### src/rtl/uart_frame_encoder_pkg.sv
// Shared definitions for the coprocessor command frame encoder.
// Frame layout: header (command code), 16 payload bytes MSB-first, tail (= header).
// The optional inter-frame gap is enabled by defining UART_FRAME_GAP_EN.
package uart_frame_encoder_pkg;

   localparam int unsigned FRAME_BYTES_DEF   = 18;
   localparam int unsigned PAYLOAD_BYTES_DEF = 16;
   localparam int unsigned BYTE_W            = 8;
   localparam int unsigned PAYLOAD_W         = PAYLOAD_BYTES_DEF * BYTE_W;
   localparam int unsigned IDX_W             = 4;

   // Command codes understood by the far-end decoder
   localparam logic [BYTE_W-1:0] CMD_TEST     = 8'h41;  // "A"
   localparam logic [BYTE_W-1:0] CMD_READ_ENC = 8'h42;  // "B"
   localparam logic [BYTE_W-1:0] CMD_KEY      = 8'h43;  // "C"
   localparam logic [BYTE_W-1:0] CMD_TEXT     = 8'h44;  // "D"
   localparam logic [BYTE_W-1:0] CMD_LOAD     = 8'h45;  // "E"

   // ST_GAP only exists in builds with UART_FRAME_GAP_EN
   typedef enum logic [2:0] {
      ST_IDLE    = 3'd0,
      ST_HEAD    = 3'd1,
      ST_PAYLOAD = 3'd2,
      ST_TAIL    = 3'd3,
      ST_GAP     = 3'd4
   } enc_state_e;

   // Payload byte i, counted from the most significant end (i=0 -> [127:120]).
   // For a 4-bit index, 15-i is simply ~i.
   function automatic logic [BYTE_W-1:0] payload_byte(input logic [PAYLOAD_W-1:0] p,
                                                      input logic [IDX_W-1:0]     i);
      return p[{~i, 3'b000} +: BYTE_W];
   endfunction

endpackage

### src/rtl/uart_frame_encoder.sv
// uart_frame_encoder: accepts one command (code + 128-bit payload) and emits it as
// an 18-byte frame (code, payload[127:120] .. payload[7:0], code) to a UART TX core
// over a valid/ready byte interface.
// Ports:
//   clk, reset_n                  clock, asynchronous active-low reset
//   cmd_valid/cmd_ready           command handshake (ready only in IDLE)
//   cmd_code[7:0], cmd_payload    command header byte and payload, sampled on accept
//   tx_byte_valid/tx_byte_ready   byte handshake towards the UART transmitter
//   tx_byte[7:0]                  byte to transmit
//   busy                          frame in progress
//   frames_sent[CNT_W-1:0]        completed frames, wrapping
// Build option: UART_FRAME_GAP_EN inserts GAP_CYCLES idle cycles after each tail byte.
module uart_frame_encoder
   import uart_frame_encoder_pkg::*;
#(
   parameter int unsigned FRAME_BYTES   = FRAME_BYTES_DEF,
   parameter int unsigned PAYLOAD_BYTES = PAYLOAD_BYTES_DEF,
   parameter int unsigned GAP_CYCLES    = 1024,
   parameter int unsigned CNT_W         = 16
) (
   input  logic                 clk,
   input  logic                 reset_n,
   input  logic                 cmd_valid,
   output logic                 cmd_ready,
   input  logic [7:0]           cmd_code,
   input  logic [127:0]         cmd_payload,
   output logic                 tx_byte_valid,
   input  logic                 tx_byte_ready,
   output logic [7:0]           tx_byte,
   output logic                 busy,
   output logic [CNT_W-1:0]     frames_sent
);

   // Frame geometry is fixed; reject any other configuration at elaboration
   generate
      if (FRAME_BYTES != FRAME_BYTES_DEF || PAYLOAD_BYTES != FRAME_BYTES - 2 ||
          GAP_CYCLES == 0 || CNT_W == 0) begin : g_bad_cfg
         $error("uart_frame_encoder: unsupported frame configuration");
      end
   endgenerate

   localparam logic [IDX_W-1:0] LAST_IDX = IDX_W'(PAYLOAD_BYTES - 1);

   enc_state_e             state_q, state_d;
   logic [IDX_W-1:0]       idx_q, idx_d;
   logic [BYTE_W-1:0]      code_q, code_d;
   logic [PAYLOAD_W-1:0]   payload_q, payload_d;
   logic [CNT_W-1:0]       frames_d;
   logic                   cmd_ready_d;
   logic                   tx_byte_valid_d;
   logic [BYTE_W-1:0]      tx_byte_d;
   logic                   busy_d;

`ifdef UART_FRAME_GAP_EN
   localparam int unsigned GAP_W = (GAP_CYCLES > 1) ? $clog2(GAP_CYCLES) : 1;
   logic [GAP_W-1:0]       gap_q, gap_d;
`endif

   // State, datapath and registered outputs
   always_ff @(posedge clk or negedge reset_n) begin
      if (!reset_n) begin
         state_q       <= ST_IDLE;
         idx_q         <= '0;
         code_q        <= '0;
         payload_q     <= '0;
         frames_sent   <= '0;
         cmd_ready     <= 1'b0;
         tx_byte_valid <= 1'b0;
         tx_byte       <= 8'h00;
         busy          <= 1'b0;
`ifdef UART_FRAME_GAP_EN
         gap_q         <= '0;
`endif
      end else begin
         state_q       <= state_d;
         idx_q         <= idx_d;
         code_q        <= code_d;
         payload_q     <= payload_d;
         frames_sent   <= frames_d;
         cmd_ready     <= cmd_ready_d;
         tx_byte_valid <= tx_byte_valid_d;
         tx_byte       <= tx_byte_d;
         busy          <= busy_d;
`ifdef UART_FRAME_GAP_EN
         gap_q         <= gap_d;
`endif
      end
   end

   // Next state; outputs are decoded from the next state so they register in step with it
   always_comb begin
      state_d         = state_q;
      idx_d           = idx_q;
      code_d          = code_q;
      payload_d       = payload_q;
      frames_d        = frames_sent;
      cmd_ready_d     = 1'b0;
      tx_byte_valid_d = 1'b0;
      tx_byte_d       = 8'h00;
      busy_d          = 1'b0;
`ifdef UART_FRAME_GAP_EN
      gap_d           = gap_q;
`endif

      unique case (state_q)
         ST_IDLE: begin
            if (cmd_valid && cmd_ready) begin
               code_d    = cmd_code;
               payload_d = cmd_payload;
               state_d   = ST_HEAD;
            end
         end
         ST_HEAD: begin
            if (tx_byte_ready) begin
               idx_d   = '0;
               state_d = ST_PAYLOAD;
            end
         end
         ST_PAYLOAD: begin
            if (tx_byte_ready) begin
               if (idx_q == LAST_IDX) begin
                  state_d = ST_TAIL;
               end else begin
                  idx_d = idx_q + IDX_W'(1);
               end
            end
         end
         ST_TAIL: begin
            if (tx_byte_ready) begin
               frames_d = frames_sent + CNT_W'(1);
`ifdef UART_FRAME_GAP_EN
               gap_d    = GAP_W'(GAP_CYCLES - 1);
               state_d  = ST_GAP;
`else
               state_d  = ST_IDLE;
`endif
            end
         end
`ifdef UART_FRAME_GAP_EN
         ST_GAP: begin
            if (gap_q == '0) begin
               state_d = ST_IDLE;
            end else begin
               gap_d = gap_q - GAP_W'(1);
            end
         end
`endif
         default: state_d = ST_IDLE;
      endcase

      cmd_ready_d = (state_d == ST_IDLE);
      busy_d      = (state_d != ST_IDLE);

      unique case (state_d)
         ST_HEAD, ST_TAIL: begin
            tx_byte_valid_d = 1'b1;
            tx_byte_d       = code_d;
         end
         ST_PAYLOAD: begin
            tx_byte_valid_d = 1'b1;
            tx_byte_d       = payload_byte(payload_d, idx_d);
         end
         default: begin
            tx_byte_valid_d = 1'b0;
            tx_byte_d       = 8'h00;
         end
      endcase
   end

endmodule

### config.mk
export PLATFORM = sky130hd
export DESIGN_NAME = uart_frame_encoder
export DESIGN_NICKNAME = d
export VERILOG_FILES = /design/src/rtl/uart_frame_encoder_pkg.sv /design/src/rtl/uart_frame_encoder.sv
export SDC_FILE = /design/constraint.sdc
export NUM_CORES = 1
export LEC_CHECK = 0
export ABC_AREA = 1
export CAP_MARGIN = 10
export CORE_ASPECT_RATIO = 1.4
export CORE_MARGIN = 2
export CORE_UTILIZATION = 52
export DETAILED_ROUTE_END_ITERATION = 8
export GPL_ROUTABILITY_DRIVEN = 0
export PLACE_DENSITY = 0.87
export RECOVER_POWER = 25
export SLEW_MARGIN = 5
export SYNTH_ARGS = -nofsm -noshare
export SYNTH_HDL_FRONTEND = slang
export SYNTH_SLANG_ARGS = --single-unit
### constraint.sdc
create_clock -name clk -period 3.2 [get_ports clk]
set_input_delay 0.32 -clock clk [delete_from_list [all_inputs] [get_ports clk]]
set_output_delay 0.32 -clock clk [all_outputs]
set_load 0.005 [all_outputs]
# Word level (Yosys, flattened, before mapping)
# Cells that the tools add are included.
[word_totals]
inputBits = 140
register_bits = 170
output_inout_bits = 27
elab_cells = 43
[op_classes]
n_reduce_logical = 7
bitwise_logic = 1
add_sub_neg = 2
shift = 1
muxes = 16
n_eq_ne = 7
[ops]
columns = ["operator", "count"]
rows = [
  ["$mux 128", 2],
  ["$shiftx 128x8->8", 1],
  ["$add 16x1->16 const B", 1],
  ["$mux 8", 2],
  ["$pmux 8 s2", 1],
  ["$mux 3", 5],
  ["$eq 3x2->1 const B", 4],
  ["$mux 4", 3],
  ["$pmux 3 s4", 1],
  ["$pmux 4 s2", 1],
  ["$eq 3x1->1 const B", 2],
  ["$logic_not 3->1", 2],
  ["$add 4x1->4 const B", 1],
  ["$eq 4x4->1 const B", 1],
  ["$not 4->4", 1],
  ["$reduce_bool 3->1", 1],
  ["$reduce_or 3->1", 1],
  ["$reduce_and 2->1", 1],
  ["$reduce_or 2->1", 1],
  ["$logic_and 1x1->1", 1],
  ["$mux 1", 1],
]

# Logic depth before layout (Yosys ltp)
[depth]
depth_word = 7
depth_mapped = 15
mapped_depth_nobuf = 14

# Least setup slack after synthesis
# No wires, ideal clock.
[synth_path]
kind = "register to register"
startpoint = "register idx_q[0]"
endpoint = "register tx_byte[2]"
setup_slack_ns = 1.397
synth_period_minus_slack_ns = 1.803
arrival_ns = 1.685
stages_incl_launch_ff = 14
required_ns = 3.083
setup_time_ns = 0.117
n_path_buf = 2
path_cell_list = "dfrtp_1 > ha_1 > nand3_1 > nand2_1 > nand2_1 > nand3_4 > buf_6 > buf_2 > nand3_1 > nand3_1 > nand3_1 > nand3_1 > nand3_1 > nand2_1"
[synth_via]
elab_chain_len = 7
word_cells_on_any_way = 16
cone_classes = "1 x add/sub; 4 x eq/ne; 1 x shift; 8 x mux; 1 x bitwise; 1 x reduce/logical"
[synth_lines]
columns = ["item", "line", "source"]
rows = [
  ["start: declaration", "uart_frame_encoder.sv:45", "logic [IDX_W-1:0] idx_q, idx_d;"],
  ["start signal: assignment", "uart_frame_encoder.sv:76", "idx_q <= idx_d;"],
  ["$add 4x1->4 / $eq 4x4->1 (equally long branches)", "uart_frame_encoder.sv:124, uart_frame_encoder.sv:121", ""],
  ["$mux 4 / $mux 3 (equally long branches)", "uart_frame_encoder.sv:121", "if (idx_q == LAST_IDX) begin"],
  ["$mux 4 / $mux 3 (equally long branches)", "uart_frame_encoder.sv:120", "if (tx_byte_ready) begin"],
  ["$pmux 4 s2 / $pmux 3 s4 (equally long branches)", "uart_frame_encoder.sv:105", "unique case (state_q)"],
  ["$not 4->4 (tied with other cells)", "uart_frame_encoder_pkg.sv:32", "return p[{~i, 3'b000} +: BYTE_W];"],
  ["$shiftx 128x8->8 / $reduce_or 2->1 (equally long branches)", "-", ""],
  ["$pmux 8 s2 (*)", "uart_frame_encoder.sv:154", "unique case (state_d)"],
  ["via tx_byte_d[2]", "uart_frame_encoder.sv:51", "logic [BYTE_W-1:0] tx_byte_d;"],
  ["end signal: assignment", "uart_frame_encoder.sv:82", "tx_byte <= tx_byte_d;"],
  ["end: declaration", "uart_frame_encoder.sv:29", "output logic [7:0] tx_byte,"],
]
# Mark *: on every way through the listed nets, which the timed path passes. The rest lies on a longest branch.
# A chain may end at the register's enable or synchronous reset.

# Worst setup path after layout
[layout_path]
startpoint = "register idx_q[0]"
endpoint = "register tx_byte[6]"
# Same word-level chain as after synthesis.

==> flow_metrics.py <==
metrics = {
    "status": {
        "outcome": "finished, violations left",
        "violations": "DRC, capacitance limit, slew limit",
    },
    "synthesis": {
        "ys.flop_type": "dfrtp_1",
        "synth_nets": 1180,
        "yosys-top-cells-area": "dfrtp_1 (51%), nand2_1 (21%), nand3_1 (13%)",
        "ys_seq_area_share_pct": 51.4,
        "synth_largest_area_cell": "dfrtp_1",
        "synth_area_sq_mm": 0.00828,
        "ys_warn_count": 0,
        "synth_async_sr_flop_share_pct": 100,
        "ys_types": 32,
        "synthCells": 1038,
        "ys_ff_latch": 170,
        "postSynthAreaPerCell_sq_um": 7.98,
        "synth_edf_count": 0,
        "synth.top_cell.area_share_pct": 51.4,
    },
    "drt": {
        "wire_per_inst_microns": 16.9,
        "drt-initial-drc-count": 783,
        "via_count": 7724,
        "drc_errors": 1,
        "firstDrtPassIters": 8,
        "antenna_left": 0,
        "routed_wl_mm": 23.3,
        "drt-vias-per-instance": 5.58,
    },
    "power": {
        "ir_worst_vdd_uv": 363,
        "p_total_mw": 6.73,
        "leakagePower_nw": 5.23,
        "p_per_area_mw_per_mm2": 642,
    },
    "layout": {
        "drive_above_1_share_pct": 6.32,
        "finalNetCount": 1316,
        "final_cells": 1383,
        "area_growth_pct": 26.7,
        "n_antenna_cell": 0,
    },
    "cts": {
        "clock-sinks": 170,
        "cts_root_buffer": "clkbuf_16",
        "cts_tree": "built",
        "cts_setup_buffers": 0,
        "clk_latency_ns": 0.43,
        "clockBufferDepth": 2,
        "cts_buffers": 17,
        "cts.htree.levels": 4,
        "clkTransAtPathRegs_ns": 0.07,
    },
    "floorplanning": {
        "ios": 167,
        "core_area_sq_mm": 0.0156,
        "dieArea_sq_mm": 0.0170,
        "initial_core_util_pct": 53.1,
        "die_h_microns": 153,
        "dieWidth_microns": 111,
        "num_rows": 54,
    },
    "global_routing": {
        "grt_start_max_net_pins": 146,
        "grt_pass1_wl_mm": 38.2,
        "grt_antenna_before_repair": 0,
        "grt.total_usage_pct": 27.8,
        "grt_overflow": 0,
        "grt_pass1_vias": 7709,
    },
    "sta": {
        "period_minus_slack_ns": 2.59,
        "relSlewSlack_pct": -17.3,
        "fin_tns_setup_ns": 0,
        "grt_setup_unrepaired": "false",
        "setup_viol": 0,
        "hold_slack_ns": 0.464,
        "tightest_slew_ns": 1.76,
        "timing.final.crit_share_pct": 81.0,
        "clock_skew_ns": 0.00811,
        "drv_slew": 69,
        "hold_viol_final": 0,
        "fmax_ghz": 0.386,
    },
    "min_path": {
        "hold_end": "payload_q[83]$_DFF_PN0_",
        "min_from": "cmd_payload[83]",
        "holdPathStages": 3,
        "hold_class": "input port to flop",
    },
    "critical_path": {
        "crit_buf_inv": 1,
        "max_stage_delay_ns": 0.52,
        "cp-start-kind": "flop",
        "cp_cell_sequence": "ha_1 -> nand3_1 -> nand2_1 -> nand2_1 -> nand3_4 -> buf_4 -> nand3_1 -> nand3_1 -> nand3_1 -> nand3_1 -> nand3_1 -> nand2_1",
        "critPathMaxFanout": 64,
        "cpMaxStageDelayCell": "buf_4",
        "required_ns": 3.56,
        "r2r_end": "tx_byte[6]$_DFF_PN0_",
        "path_delay_family": "simple AND/OR/NAND/NOR gates",
        "crit_top_cell": "nand3_1",
        "r2r_cells": 12,
        "crit_path_end_kind": "flop",
        "crit_arrival_ns": 2.95,
        "worstReg2RegStart": "idx_q[0]$_DFF_PN0_",
        "r2r_slack_ns": 0.61,
        "setup.worst_path.class": "flop to flop",
    },
    "place": {
        "hpwl_mm": 16.0,
        "dp_cells": 1350,
        "port_buffers": 166,
    },
    "job": {
        "cap_violations": 1,
    },
}
==> cells in the mapped netlist, types with 2 or more instances <==
master / count
buf_4: 4
o21ai_2: 2
inv_2: 6
nand3_1: 222
buf_2: 32
nor3_1: 4
nand2_1: 457
buf_6: 19
inv_1: 45
nor2_2: 4
nand4_1: 2
a21oi_1: 3
nor2_1: 4
xnor2_1: 7
nand3b_1: 7
xor2_1: 6
o21ai_1: 5
dfrtp_1: 170
ha_1: 2
nand2_2: 4
clkbuf_1: 8
nand3_2: 3
clkinv_2: 2
nor2_4: 6
o21ai_0: 7
==> state kept, by name (all words and copies together), names as in the netlist <==
name / count
busy: 1
cmd_ready: 1
code_q: 8
frames_sent: 16
idx_q: 4
payload_q: 128
state_q: 3
tx_byte: 8
tx_byte_valid: 1
==> timing repair <==
action	CTS	global route
hold endpoints to repair	67	0
gates resized for setup	0	0
hold buffers	1	0
==> layer usage <==
metal  vias to the layer above  global-route usage (%)  part of all wire [%]
met1                      3617                    34.0                    38
met5                         -                       0                     0
met3                        92                    4.52                   7.0
li1                       3577                       -                     -
met4                         0                    12.9                   4.3
met2                       438                    48.3                    51
==> cell families after synthesis <==
logic type                 synth area share [%]
and+or+nand+nor                            38.0
DFF                                        51.4
muxes                                     0.136
buffers and inverters                      7.67
xor gates and xnor gates                   1.37
AOI/OAI and AO/OA                          1.12
other                                    0.0453
adders and majority gates                 0.302
==> power by group <==
group / leakage [nW] / switching [mW] / internal [mW]
logic: 2.84 / 1.16 / 0.684
registers: 2.12 / 0.167 / 2.66
clock network: 0.275 / 0.874 / 1.18
total: 5.23 / 2.21 / 4.53
==> tightest hold or removal path: stages <==
cell	delay, ns
clkdlybuf4s50_1	0.40
nand2_1	0.06
nand2_1	0.06
==> through the flow <==
stage | utilization, % | area, sq um | setup slack (ns)
2_1_floorplan | - | 8280 | 1.40
5_1_grt | 67.2 | 10500 | 0.536
4_1_cts | 67.4 | 10500 | 0.705
3_5_place_dp | 63.6 | 9920 | 0.531
6_report | 67.2 | 10500 | 0.609
3_3_place_gp | 63.6 | 9920 | 0.600
==> worst max path at each step <==
stage                                  start                    to  cells after the start
after floorplan           idx_q[0]$_DFF_PN0_  tx_byte[2]$_DFF_PN0_                     13
after global placement         tx_byte_ready  tx_byte[5]$_DFF_PN0_                     10
after detailed placement       tx_byte_ready  tx_byte[2]$_DFF_PN0_                     10
after CTS                 idx_q[0]$_DFF_PN0_  tx_byte[6]$_DFF_PN0_                     12
after global routing      idx_q[0]$_DFF_PN0_  tx_byte[2]$_DFF_PN0_                     12
final                     idx_q[0]$_DFF_PN0_  tx_byte[6]$_DFF_PN0_                     12
==> cell type report <==
type,instances,area (sq um)
clock buffers,20,447
clock inverters,12,141
fillers,1181,5120
inverters,53,201
multi-input cells,752,3370
flip-flops and latches,170,4250
well taps,196,245
repair buffers,180,1830
==> cell usage in the layout, fill, tap and decap left out, types with 5 or more instances in the layout <==
| master | instances |
|---|---|
| inv_1 | 45 |
| nand2_1 | 457 |
| nor2_4 | 5 |
| clkbuf_16 | 17 |
| buf_4 | 8 |
| nand3b_1 | 7 |
| xnor2_1 | 7 |
| xor2_1 | 6 |
| nor2_1 | 5 |
| o21ai_0 | 8 |
| clkdlybuf4s50_1 | 164 |
| buf_12 | 5 |
| inv_2 | 6 |
| nand3_1 | 222 |
| dfrtp_1 | 170 |
No activity file was read; power rests on OpenSTA's default activity.
